<file path="src/rtl/mem_arb_pkg.sv">
// mem_arb_pkg: shared state/owner types and widths for the memory port arbiter
package mem_arb_pkg;
  localparam int STREAK_W = 4;
  typedef enum logic {IDLE, WAIT} arb_state_e;
  typedef enum logic [1:0] {NONE, FETCH, DATA} arb_owner_e;
endpackage

</file>
<file path="src/rtl/mem_arb_streak_ctr.sv">
// mem_arb_streak_ctr: counts consecutive data grants taken while fetch waits, forcing fetch at the limit
module mem_arb_streak_ctr
  import mem_arb_pkg::*;
#(
  parameter int MAX_STREAK = 4
) (
  input  logic clk,
  input  logic reset_n,
  input  logic hs,
  input  logic data_hs,
  input  logic if_req,
  output logic fetch_force
);
  logic [STREAK_W-1:0] streak;
  assign fetch_force = streak == STREAK_W'(MAX_STREAK);
  always_ff @(posedge clk or negedge reset_n)
    if (!reset_n) streak <= '0;
    else if (hs) streak <= (data_hs && if_req) ? (fetch_force ? streak : streak + 1'b1) : '0;
endmodule

</file>
<file path="src/rtl/mem_port_arbiter.sv">
// mem_port_arbiter: shares one memory port between fetch and data, data first with anti-starvation
module mem_port_arbiter
  import mem_arb_pkg::*;
#(
  parameter int AW = 32,
  parameter int DW = 32,
  parameter int MAX_STREAK = 4
) (
  input  logic            clk,
  input  logic            reset_n,
  input  logic            if_req,
  input  logic [AW-1:0]   if_addr,
  output logic            if_gnt,
  output logic            if_rvalid,
  output logic [DW-1:0]   if_rdata,
  input  logic            d_req,
  input  logic            d_we,
  input  logic [DW/8-1:0] d_be,
  input  logic [AW-1:0]   d_addr,
  input  logic [DW-1:0]   d_wdata,
  output logic            d_gnt,
  output logic            d_rvalid,
  output logic [DW-1:0]   d_rdata,
  output logic            m_req,
  output logic            m_we,
  output logic [DW/8-1:0] m_be,
  output logic [AW-1:0]   m_addr,
  output logic [DW-1:0]   m_wdata,
  input  logic            m_gnt,
  input  logic            m_rvalid,
  input  logic [DW-1:0]   m_rdata,
  output logic            proto_err
);
  arb_state_e state, state_n;
  arb_owner_e owner, owner_n;
  logic win, sel_d, sel_f, hs, fetch_force;
  // Reset gates the issue window so nothing leaks onto the port while held in reset
  assign win   = reset_n && (state == IDLE || m_rvalid);
  assign sel_d = win && d_req && !(if_req && fetch_force);
  assign sel_f = win && !sel_d && if_req;
  assign m_req   = sel_d | sel_f;
  assign m_we    = sel_d & d_we;
  assign m_be    = sel_d ? d_be : sel_f ? '1 : '0;
  assign m_addr  = sel_d ? d_addr : sel_f ? if_addr : '0;
  assign m_wdata = sel_d ? d_wdata : '0;
  assign hs     = m_req & m_gnt;
  assign d_gnt  = hs & sel_d;
  assign if_gnt = hs & sel_f;
  assign if_rvalid = state == WAIT && m_rvalid && owner == FETCH;
  assign d_rvalid  = state == WAIT && m_rvalid && owner == DATA;
  assign if_rdata  = if_rvalid ? m_rdata : '0;
  assign d_rdata   = d_rvalid ? m_rdata : '0;
  mem_arb_streak_ctr #(.MAX_STREAK(MAX_STREAK)) u_streak (
    .clk(clk), .reset_n(reset_n), .hs(hs), .data_hs(d_gnt), .if_req(if_req), .fetch_force(fetch_force)
  );
  always_ff @(posedge clk or negedge reset_n)
    if (!reset_n) begin
      state     <= IDLE;
      owner     <= NONE;
      proto_err <= 1'b0;
    end else begin
      state     <= state_n;
      owner     <= owner_n;
      proto_err <= proto_err | (state == IDLE && m_rvalid);
    end
  always_comb begin
    state_n = hs ? WAIT : (state == WAIT && m_rvalid) ? IDLE : state;
    owner_n = hs ? (sel_d ? DATA : FETCH) : (state == WAIT && m_rvalid) ? NONE : owner;
  end
endmodule

</file>
<file path="config.mk">
export PLATFORM = sky130hd
export DESIGN_NAME = mem_port_arbiter
export DESIGN_NICKNAME = d
export VERILOG_FILES = /design/src/rtl/mem_arb_pkg.sv /design/src/rtl/mem_arb_streak_ctr.sv /design/src/rtl/mem_port_arbiter.sv
export SDC_FILE = /design/constraint.sdc
export NUM_CORES = 1
export LEC_CHECK = 0
export ABC_AREA = 0
export CELL_PAD_IN_SITES_DETAIL_PLACEMENT = 1
export CELL_PAD_IN_SITES_GLOBAL_PLACEMENT = 1
export CORE_AREA = 2 2 108 110
export DETAILED_ROUTE_END_ITERATION = 12
export DIE_AREA = 0 0 110 112
export DONT_BUFFER_PORTS = 1
export GPL_TIMING_DRIVEN = 1
export PLACE_DENSITY_LB_ADDON = 0.3
export SETUP_SLACK_MARGIN = 0.3
export SLEW_MARGIN = 15
export SYNTH_ARGS = -nofsm -noshare
export SYNTH_HDL_FRONTEND = slang
export SYNTH_HIERARCHICAL = 1
export SYNTH_SLANG_ARGS = --single-unit
</file>
<file path="constraint.sdc">
create_clock -name clk -period 5.2 [get_ports clk]
set_clock_uncertainty 0.05 [all_clocks]
set_input_delay 1.56 -clock clk [delete_from_list [all_inputs] [get_ports clk]]
set_output_delay 1.56 -clock clk [all_outputs]
set_load 0.005 [all_outputs]
</file>
==> results.yml, run 1 <==
place:
  dp_hpwl_mm: 5.463
  port_buffers: 0
  place_area_mm2: 0.001623
  place_congestion: 0.7006
clock_tree:
  cts_tree: "built"
  cts.hold.buffers_added: 0
  cts_buffer_depth: 2
  numCtsBuffers: 3
  clock_latency_ns: 0.23
  post-cts-setup-buffers: 0
  clk_pin_slew_ns: 0.04
  cts.htree.levels: 1
  cts.sinks: 8
  cts_resized: 0
  cts-root-buf: "clkbuf_16"
timing:
  final-hold-violation-count: 0
  min_period_over_period_pct: 82.53
  maxSlewHeadroom_pct: 39.85
  setup_tns_ns: 0
  setup_viol: 0
  slew_viol_final: 0
  worstMarginPinSlew_ns: 0.9012
  finalCriticalPeriod_ns: 4.292
  rsz0062_at_grt: "no"
  clock.fmax_ghz: 0.2330
power:
  p_int_mw: 0.1976
  total_power_mw: 0.2757
  pwr-share-clk_pct: 47.7
  p_comb_share_pct: 27.0
  cellLeakagePower_nw: 0.7194
  switching_share_pct: 28.32
  p_seq_share_pct: 25.3
  power_switching_mw: 0.07808
  p_per_area_mw_per_mm2: 161.9
  peakVddDrop_mv: 0.1544
critical_path:
  cp-start-kind: "input port"
  worstReg2RegEnd: "u_streak/streak[0]$_DFFE_PN0P_"
  rr_startpoint: "u_streak/streak[0]$_DFFE_PN0P_"
  crit_type: "in -> out"
  crit_required_ns: 3.59
  reg2reg_depth: 10
  cp-end-kind: "output pin"
  reg2reg_slack_ns: 2.71
  cp.arrival_ns: 2.68
  path_max_fanout: 33
grt:
  grt_max_degree: 72
  grt.total_usage_pct: 8.787
  grt_pass1_vias: 1405
  overflow: 0
  grt_pass1_wl_mm: 8.169
  antenna_found_initial: 2
hold_path:
  hold_depth: 1
  hold_start: "proto_err$_DFF_PN0_"
  whs_endpoint: "proto_err$_DFF_PN0_"
  min-delay-path-class: "reg -> reg"
die:
  num_rows: 39
  io_pins: 278
  die_area_mm2: 0.01232
  start_util_pct: 13.90
  fp.dieW_um: 110
  fp.coreArea_mm2: 0.01117
  die_y_um: 112
finish:
  finish.utilization_pct: 15.24
  multi_input_area_mm2: 0.001202
  drive_above_1_share_pct: 8.065
  fin_area_mm2: 0.001703
  regArea_um2: 200.2
  nets: 329
  fill_cells: 1345
  area_growth_pct: 9.669
routing:
  vias_per_cell: 4.583
  drt_wl_total_mm: 6.379
  dr.pass1.iters: 4
  drc: 0
  wire_per_inst_um: 19.27
  num_vias: 1517
  first_iter_violations: 49
  antenna_left: 0
synth:
  synthCells: 198
  synth_cell_types: 29
  syn-num-nets: 339
  yosysWarnings: 6
  synth_area_per_cell_um2: 7.842
  syn-cell-area_mm2: 0.001553
  ys_ff_latch: 8
  yosysSeqAreaShare_pct: 12.89
job:
  cap_viol_max_count: 0
outcome:
  status: "completed"
[synth_stat cells (all sizes together)]
| library cell | count | area [µm²] |
|---|---|---|
| a32o | 2 | 20.02 |
| o211ai | 1 | 7.510 |
| and4 | 2 | 22.52 |
| nand2 | 5 | 21.27 |
| mux2 | 1 | 11.26 |
| nor2b | 1 | 6.260 |
| and3 | 1 | 6.260 |
| ha | 2 | 25.02 |
| o21ai | 2 | 10.01 |
| nor2 | 2 | 7.510 |
| a31o | 1 | 8.760 |
| and2 | 99 | 619.3 |
| nor3b | 3 | 38.79 |
| nand3b | 1 | 20.02 |
| nand2b | 2 | 20.02 |
| inv | 5 | 18.77 |
| o2111a | 1 | 11.26 |
| a21o | 5 | 37.54 |
| dfrtp | 8 | 200.2 |
| buf | 18 | 131.4 |
| a22o | 34 | 299.0 |
| a21oi | 2 | 10.01 |
[sequential cells by signal, indices dropped and copies added, names as in the netlist]
name             cells
owner                2
proto_err            1
state                1
u_streak/streak      4
[layout by cell type (no fill, tap or decap), drive strengths merged]
cell type | synthesis | layout
and2 | 99 | 99
a22o | 34 | 34
dfrtp | 8 | 8
inv | 5 | 5
a21o | 5 | 5
nand2 | 5 | 5
clkbuf | 0 | 3
buf | 18 | 3
nor3b | 3 | 3
diode | 0 | 2
nor2 | 2 | 2
and4 | 2 | 2
a32o | 2 | 2
o21ai | 2 | 2
a21oi | 2 | 2
ha | 2 | 2
nand2b | 2 | 2
o2111a | 1 | 1
o211ai | 1 | 1
nand3b | 1 | 1
mux2 | 1 | 1
and3 | 1 | 1
nor2b | 1 | 1
a31o | 1 | 1
[area by class of cell]
cell class	count	area share [%]
Multi-Input combinational cell	167	70.61
Antenna cell	2	0.2939
Sequential cell	8	11.76
Inverter	5	1.102
Timing Repair Buffer	3	1.323
Clock buffer	3	4.409
Tap cell	143	10.51
[metrics by stage]
step	hold WS, ns	worst slack, ns	std cells
after floorplan	0.4010	1.249	198
after global placement	0.4387	0.9429	326
after detailed placement	0.4458	0.8854	326
after CTS	0.4538	0.8856	329
after global routing	0.4674	0.6825	331
final	0.4438	0.9084	331
[metal layers]
layer	wire length [µm]	track usage, %	vias up	part of all wire (%)
met5	0	0	-	0
met4	0	0.7595	0	0
met3	631	1.639	0	9.9
met2	3259	16.07	141	51
met1	2489	10.91	723	39
li1	-	-	653	-
[kinds of logic after synthesis]
group / synth area share, %
mux: 0.7252
simple gates: 49.07
compound gates: 26.03
flops: 12.89
buf+inv: 9.669
fa+ha+maj: 1.611
[worst max path at each step]
| stage | startpoint | endpoint | slack (ns) | depth (start not counted) |
|---|---|---|---|---|
| floorplan | m_rvalid | m_addr[0] | 1.25 | 5 |
| finish | m_rvalid | d_rdata[0] | 0.91 | 3 |
| global placement | m_rvalid | m_addr[1] | 0.94 | 3 |
| CTS | m_rvalid | d_rdata[0] | 0.89 | 3 |
| global route | m_rvalid | d_rdata[25] | 0.68 | 3 |
| detailed placement | m_rvalid | d_rdata[0] | 0.89 | 3 |
[power by group through the flow]
stage                     registers [mW]  logic, mW  clock network, mW
final                             0.0697     0.0743              0.132
after global routing              0.0705     0.0823              0.139
after CTS                         0.0698     0.0761              0.134
after detailed placement          0.0707     0.0756                  0
after global placement            0.0704     0.0748                  0
after floorplan                   0.0700     0.0689                  0
[critical path, cell delays in order]
cell     delay [ns]
nand2_2        0.07
nor3b_4        0.77
and2_1         0.27
(Power assumes the default switching activity.)
==> run 2, diff against run 1 <==
--- a/config.mk
+++ b/config.mk
@@ -8,9 +8,9 @@
 export ABC_AREA = 0
 export CELL_PAD_IN_SITES_DETAIL_PLACEMENT = 1
 export CELL_PAD_IN_SITES_GLOBAL_PLACEMENT = 1
-export CORE_AREA = 2 2 108 110
+export CORE_AREA = 2 2 107 109
 export DETAILED_ROUTE_END_ITERATION = 12
-export DIE_AREA = 0 0 110 112
+export DIE_AREA = 0 0 109 111
 export DONT_BUFFER_PORTS = 1
 export GPL_TIMING_DRIVEN = 1
 export PLACE_DENSITY_LB_ADDON = 0.3
==> constraint.sdc (replaced) <==
create_clock -name clk -period 3.9 [get_ports clk]
set_clock_uncertainty 0.05 [all_clocks]
set_input_delay 1.17 -clock clk [delete_from_list [all_inputs] [get_ports clk]]
set_output_delay 1.17 -clock clk [all_outputs]
set_load 0.005 [all_outputs]
==> run 2 against run 1 <==
Sequential share of layout area decreased by 0.069 points. Design area increased by 0.59%. Die area decreased by 1.8%. Total power increased by 32%. Flip-flop and latch count unchanged. Worst setup slack got worse by 0.47 ns.
==> results.yml, run 2 (same netlist as run 1, synthesis figures left out) <==
critical_path:
  cp-start-kind: "input port"
  cp-end-kind: "output pin"
  slowest_delay_ns: 0.63
  crit_path_cell_trace: "nand2b_4 -> and4_4 -> a22o_1"
  cp.arrival_ns: 2.24
  crit_required_ns: 2.68
  cp_slowest_cell: "and4_4"
  crit_type: "in -> out"
  path_max_fanout: 71
timing:
  setup_viol: 0
  maxSlewHeadroom_pct: 59.01
  slew_viol_final: 0
  min_period_over_period_pct: 88.63
  clock.fmax_ghz: 0.2893
  final-hold-violation-count: 0
  setup_tns_ns: 0
  finalCriticalPeriod_ns: 3.457
  worstMarginPinSlew_ns: 0.6148
  rsz0062_at_grt: "no"
die:
  fp.dieW_um: 109
  die_y_um: 111
  num_rows: 39
  fp.coreArea_mm2: 0.01108
  io_pins: 278
  die_area_mm2: 0.01210
  start_util_pct: 14.02
place:
  place_area_mm2: 0.001635
  port_buffers: 0
  dp_cells: 326
  place_congestion: 0.8117
  dp_hpwl_mm: 5.219
routing:
  drc: 0
  dr.pass1.iters: 4
  wire_per_inst_um: 18.71
  antenna_left: 0
  num_vias: 1560
  first_iter_violations: 35
  vias_per_cell: 4.727
  drt_wl_total_mm: 6.175
finish:
  area_growth_pct: 10.31
  nets: 329
  mostFrequentLayoutCells: "and2_1 (99), a22o_1 (33), dfrtp_1 (8), inv_1 (5), a21o_1 (5)"
  multi_input_area_mm2: 0.001202
  top_register: "u_streak/streak"
  layout_commonest_cell: "and2_1"
  drive_above_1_share_pct: 8.065
  regArea_um2: 200.2
  fin_area_mm2: 0.001713
  fin_cells: 330
  top_regs: "u_streak/streak (4), owner (2)"
  fill_cells: 1323
  largest_reg_flops: 4
clock_tree:
  cts_tree: "built"
  cts.sinks: 8
  clock_latency_ns: 0.23
  numCtsBuffers: 3
  cts-root-buf: "clkbuf_16"
  cts_resized: 0
  cts.hold.buffers_added: 0
  clk_pin_slew_ns: 0.04
  post-cts-setup-buffers: 0
  cts.htree.levels: 1
  cts_buffer_depth: 2
power:
  cellLeakagePower_nw: 0.7224
  peakVddDrop_mv: 0.1211
  p_per_area_mw_per_mm2: 212.5
job:
  cap_viol_max_count: 0
grt:
  grt_pass1_wl_mm: 7.928
  grt.total_usage_pct: 8.561
  grt_pass1_vias: 1423
  grt_max_degree: 72
  antenna_found_initial: 2
  overflow: 0
outcome:
  status: "completed"
hold_path:
  min-delay-path-class: "reg -> reg"
run 2: critical path: cells and delay by family:
kind / cells / cell delay [ns]
AO/OA/AOI/OAI: 1 / 0.28
AND/OR/NAND/NOR: 2 / 0.75
run 2: layer usage:
layer	track usage, %	vias to the layer above	wire, µm	share of wire, %
met1	10.73	745	2281	37
met5	0	-	8	0.13
li1	-	655	-	-
met3	4.468	4	936	15
met4	0.7692	2	17	0.28
met2	13.50	154	2932	47
run 2: where the power goes:
group	internal [mW]	switching (mW)	total [mW]
clock	0.132	0.0398	0.172
combinational	0.0441	0.0546	0.0987
sequential	0.0880	0.00541	0.0934
run 2: final timing paths:
| check | from | to | slack [ns] | cells after the start |
|---|---|---|---|---|
| max reg2reg | u_streak/streak[0]$_DFFE_PN0P_ | u_streak/streak[0]$_DFFE_PN0P_ | 1.49 | 10 |
| min in group asynchronous | reset_n | u_streak/streak[0]$_DFFE_PN0P_ | 0.58 | 0 |
| max | m_rvalid | m_addr[28] | 0.44 | 3 |
| max in group asynchronous | reset_n | owner[1]$_DFFE_PN0P_ | 3.14 | 0 |
| min reg2reg | proto_err$_DFF_PN0_ | proto_err$_DFF_PN0_ | 0.45 | 1 |
| min | proto_err$_DFF_PN0_ | proto_err$_DFF_PN0_ | 0.45 | 1 |
run 2: cell type report:
cell class                      count  share of cell area [%]
Tap cell                          143                   10.45
Inverter                            5                   1.096
Clock buffer                        3                   4.383
Antenna cell                        1                  0.1461
Sequential cell                     8                   11.69
Multi-Input combinational cell    167                   70.20
Timing Repair Buffer                3                   2.045
run 2: through the flow:
| stage | setup slack [ns] | utilization [%] | hold slack, ns | power [mW] |
|---|---|---|---|---|
| after floorplan | 0.7291 | - | 0.4010 | 0.1851 |
| after global placement | 0.4810 | 14.76 | 0.4531 | 0.1922 |
| after detailed placement | 0.4229 | 14.76 | 0.4598 | 0.1948 |
| after CTS | 0.4252 | 15.44 | 0.4680 | 0.3734 |
| after global routing | 0.3547 | 15.44 | 0.4894 | 0.3849 |
| final | 0.4433 | 15.46 | 0.4510 | 0.3641 |
==> run 3, diff against run 2 <==
--- a/config.mk
+++ b/config.mk
@@ -6,11 +6,12 @@
 export NUM_CORES = 1
 export LEC_CHECK = 0
 export ABC_AREA = 0
+export CAP_MARGIN = 20
 export CELL_PAD_IN_SITES_DETAIL_PLACEMENT = 1
 export CELL_PAD_IN_SITES_GLOBAL_PLACEMENT = 1
-export CORE_AREA = 2 2 107 109
+export CORE_AREA = 2 2 109 111
 export DETAILED_ROUTE_END_ITERATION = 12
-export DIE_AREA = 0 0 109 111
+export DIE_AREA = 0 0 111 113
 export DONT_BUFFER_PORTS = 1
 export GPL_TIMING_DRIVEN = 1
 export PLACE_DENSITY_LB_ADDON = 0.3
==> constraint.sdc (replaced) <==
create_clock -name clk -period 3.3 [get_ports clk]
set_clock_uncertainty 0.05 [all_clocks]
set_input_delay 0.99 -clock clk [delete_from_list [all_inputs] [get_ports clk]]
set_output_delay 0.99 -clock clk [all_outputs]
set_load 0.005 [all_outputs]
==> run 3 against run 2 <==
Sequential share of layout area shrank 0.58 points. Global-route usage rose by 0.14 points. Die area grew 3.7%. Worst setup slack worse by 0.068 ns. Critical path type unchanged. Design area grew 5.2%. Largest power group unchanged. Combinational power up 36%. Clock-buffer cell count unchanged. Largest cell class unchanged. Non-clock buffer count up 5. Cell count is 1.2% higher. Flip-flop and latch count unchanged.
==> results.yml, run 3 (same netlist as run 1, synthesis figures left out) <==
outcome:
  status: "completed"
routing:
  dr.pass1.iters: 4
  drc: 0
  antenna_left: 0
  num_vias: 1579
  drt_wl_total_mm: 6.664
  first_iter_violations: 47
  vias_per_cell: 4.728
  wire_per_inst_um: 19.95
finish:
  fill_cells: 1350
  layout_commonest_cell: "and2_1"
  largest_reg_flops: 4
  diodes: 0
  nets: 334
  drive_above_1_share_pct: 10.47
  area_growth_pct: 16.04
  fin_cells: 334
  mostFrequentLayoutCells: "and2_1 (99), a22o_1 (33), dfrtp_1 (8), inv_1 (5), a21o_1 (5)"
  top_register: "u_streak/streak"
  multi_input_area_mm2: 0.001202
  regArea_um2: 200.2
  top_regs: "u_streak/streak (4), owner (2)"
grt:
  grt_pass1_wl_mm: 8.480
  grt.total_usage_pct: 8.698
  grt_max_degree: 55
  grt_pass1_vias: 1437
  overflow: 0
  antenna_found_initial: 0
place:
  dp_hpwl_mm: 5.736
  place_congestion: 0.6699
  port_buffers: 0
  dp_cells: 328
critical_path:
  crit_type: "in -> out"
  crit_required_ns: 2.26
  cp-start-kind: "input port"
  cp_slowest_cell: "o2111a_1"
  cp-end-kind: "output pin"
  cp.arrival_ns: 1.88
  crit_path_cell_trace: "nand2b_4 -> o2111a_1 -> buf_4 -> and2_1"
  reg2reg_slack_ns: 1.15
  path_max_fanout: 7
  rr_startpoint: "u_streak/streak[0]$_DFFE_PN0P_"
  slowest_delay_ns: 0.34
  crit_buf_inv: 1
  cp_top_family: "compound AO/OA/AOI/OAI gates"
  worstReg2RegEnd: "u_streak/streak[0]$_DFFE_PN0P_"
  reg2reg_depth: 11
job:
  cap_viol_max_count: 0
clock_tree:
  cts.htree.levels: 1
  cts.sinks: 8
  cts-root-buf: "clkbuf_16"
  numCtsBuffers: 3
  clock_latency_ns: 0.23
  cts_tree: "built"
  clk_pin_slew_ns: 0.04
  cts.hold.buffers_added: 0
  cts_buffer_depth: 2
timing:
  clock.fmax_ghz: 0.3419
  min_period_over_period_pct: 88.62
  whs_ns: 0.4039
  maxSlewHeadroom_pct: 64.80
  setup_viol: 0
  finalCriticalPeriod_ns: 2.925
  worstMarginPinSlew_ns: 0.5268
  setup_tns_ns: 0
  rsz0062_at_grt: "yes"
  slew_viol_final: 0
  final-hold-violation-count: 0
power:
  peakVddDrop_mv: 0.1507
  pwr-share-clk_pct: 45.3
  cellLeakagePower_nw: 0.7646
  p_int_mw: 0.3238
  p_seq_share_pct: 24.7
  power_switching_mw: 0.1222
  p_comb_share_pct: 30.1
  p_per_area_mw_per_mm2: 247.5
  switching_share_pct: 27.39
  total_power_mw: 0.4460
die:
  die_area_mm2: 0.01254
  io_pins: 278
  start_util_pct: 13.78
  fp.coreArea_mm2: 0.01127
  fp.dieW_um: 111
  die_y_um: 113
  num_rows: 39
hold_path:
  min-delay-path-class: "in -> async"
## run 3: cell types whose count changed in the layout (fill, tap and decap cells not counted), sizes merged
cell	change
buf	+4
clkbuf	+1
diode	-1
## run 3: final cells by class
cell class | instances | area share [%]
clock buffers | 3 | 4.167
inverters | 5 | 1.042
multi-input cells | 167 | 66.74
flip-flops and latches | 8 | 11.11
well taps | 143 | 9.931
repair buffers | 8 | 7.014
## run 3: power groups by stage
stage / clock [mW] / sequential [mW] / combinational, mW
2_1_floorplan: 0 / 0.110 / 0.109
3_3_place_gp: 0 / 0.111 / 0.123
3_5_place_dp: 0 / 0.111 / 0.124
4_1_cts: 0.208 / 0.110 / 0.131
5_1_grt: 0.215 / 0.111 / 0.146
6_report: 0.202 / 0.110 / 0.134
## run 3: metal layers
metal	part of all wire (%)	wire, µm	vias up	GRT usage, %
met3	9.8	655	4	1.982
met4	0.96	64	0	2.000
met5	0	0	-	0
met1	41	2727	763	11.45
met2	48	3215	152	14.56
li1	-	-	660	-
## run 3: worst register-to-register path, stage by stage, from the launching register on
cell      delay [ns]
dfrtp_1         0.38
inv_1           0.06
ha_1            0.22
nand3b_4        0.11
inv_1           0.06
nand2_1         0.06
and4_4          0.30
buf_12          0.13
and2_1          0.19
nand2_1         0.11
o21ai_0         0.22
mux2_2          0.19
## run 3: repair_timing
item	4_1_cts	5_1_grt
resized for setup	0	3
gates cloned	0	1
setup endpoints to repair	37	63
buffers inserted	2	0
pin swaps	1	0
## run 3: per-stage QoR
| step | instance area [µm²] | setup slack (ns) | utilization (%) |
|---|---|---|---|
| after floorplan | 1553 | 0.4891 | - |
| after global placement | 1650 | 0.3156 | 14.64 |
| after detailed placement | 1650 | 0.2944 | 14.64 |
| after CTS | 1765 | 0.3104 | 15.66 |
| after global routing | 1802 | 0.2860 | 15.98 |
| final | 1802 | 0.3754 | 15.98 |
## run 3: how the worst max path moves through the flow
stage                                   start          end  slack (ns)  cells past startpoint
2_1_floorplan                        m_rvalid    m_addr[0]        0.49                      5
3_3_place_gp                         m_rvalid  m_wdata[15]        0.32                      4
3_5_place_dp                         m_rvalid  m_wdata[15]        0.29                      4
4_1_cts                              m_rvalid   m_addr[16]        0.31                      4
5_1_grt        u_streak/streak[0]$_DFFE_PN0P_       if_gnt        0.29                      7
6_report                             m_rvalid       if_gnt        0.38                      4
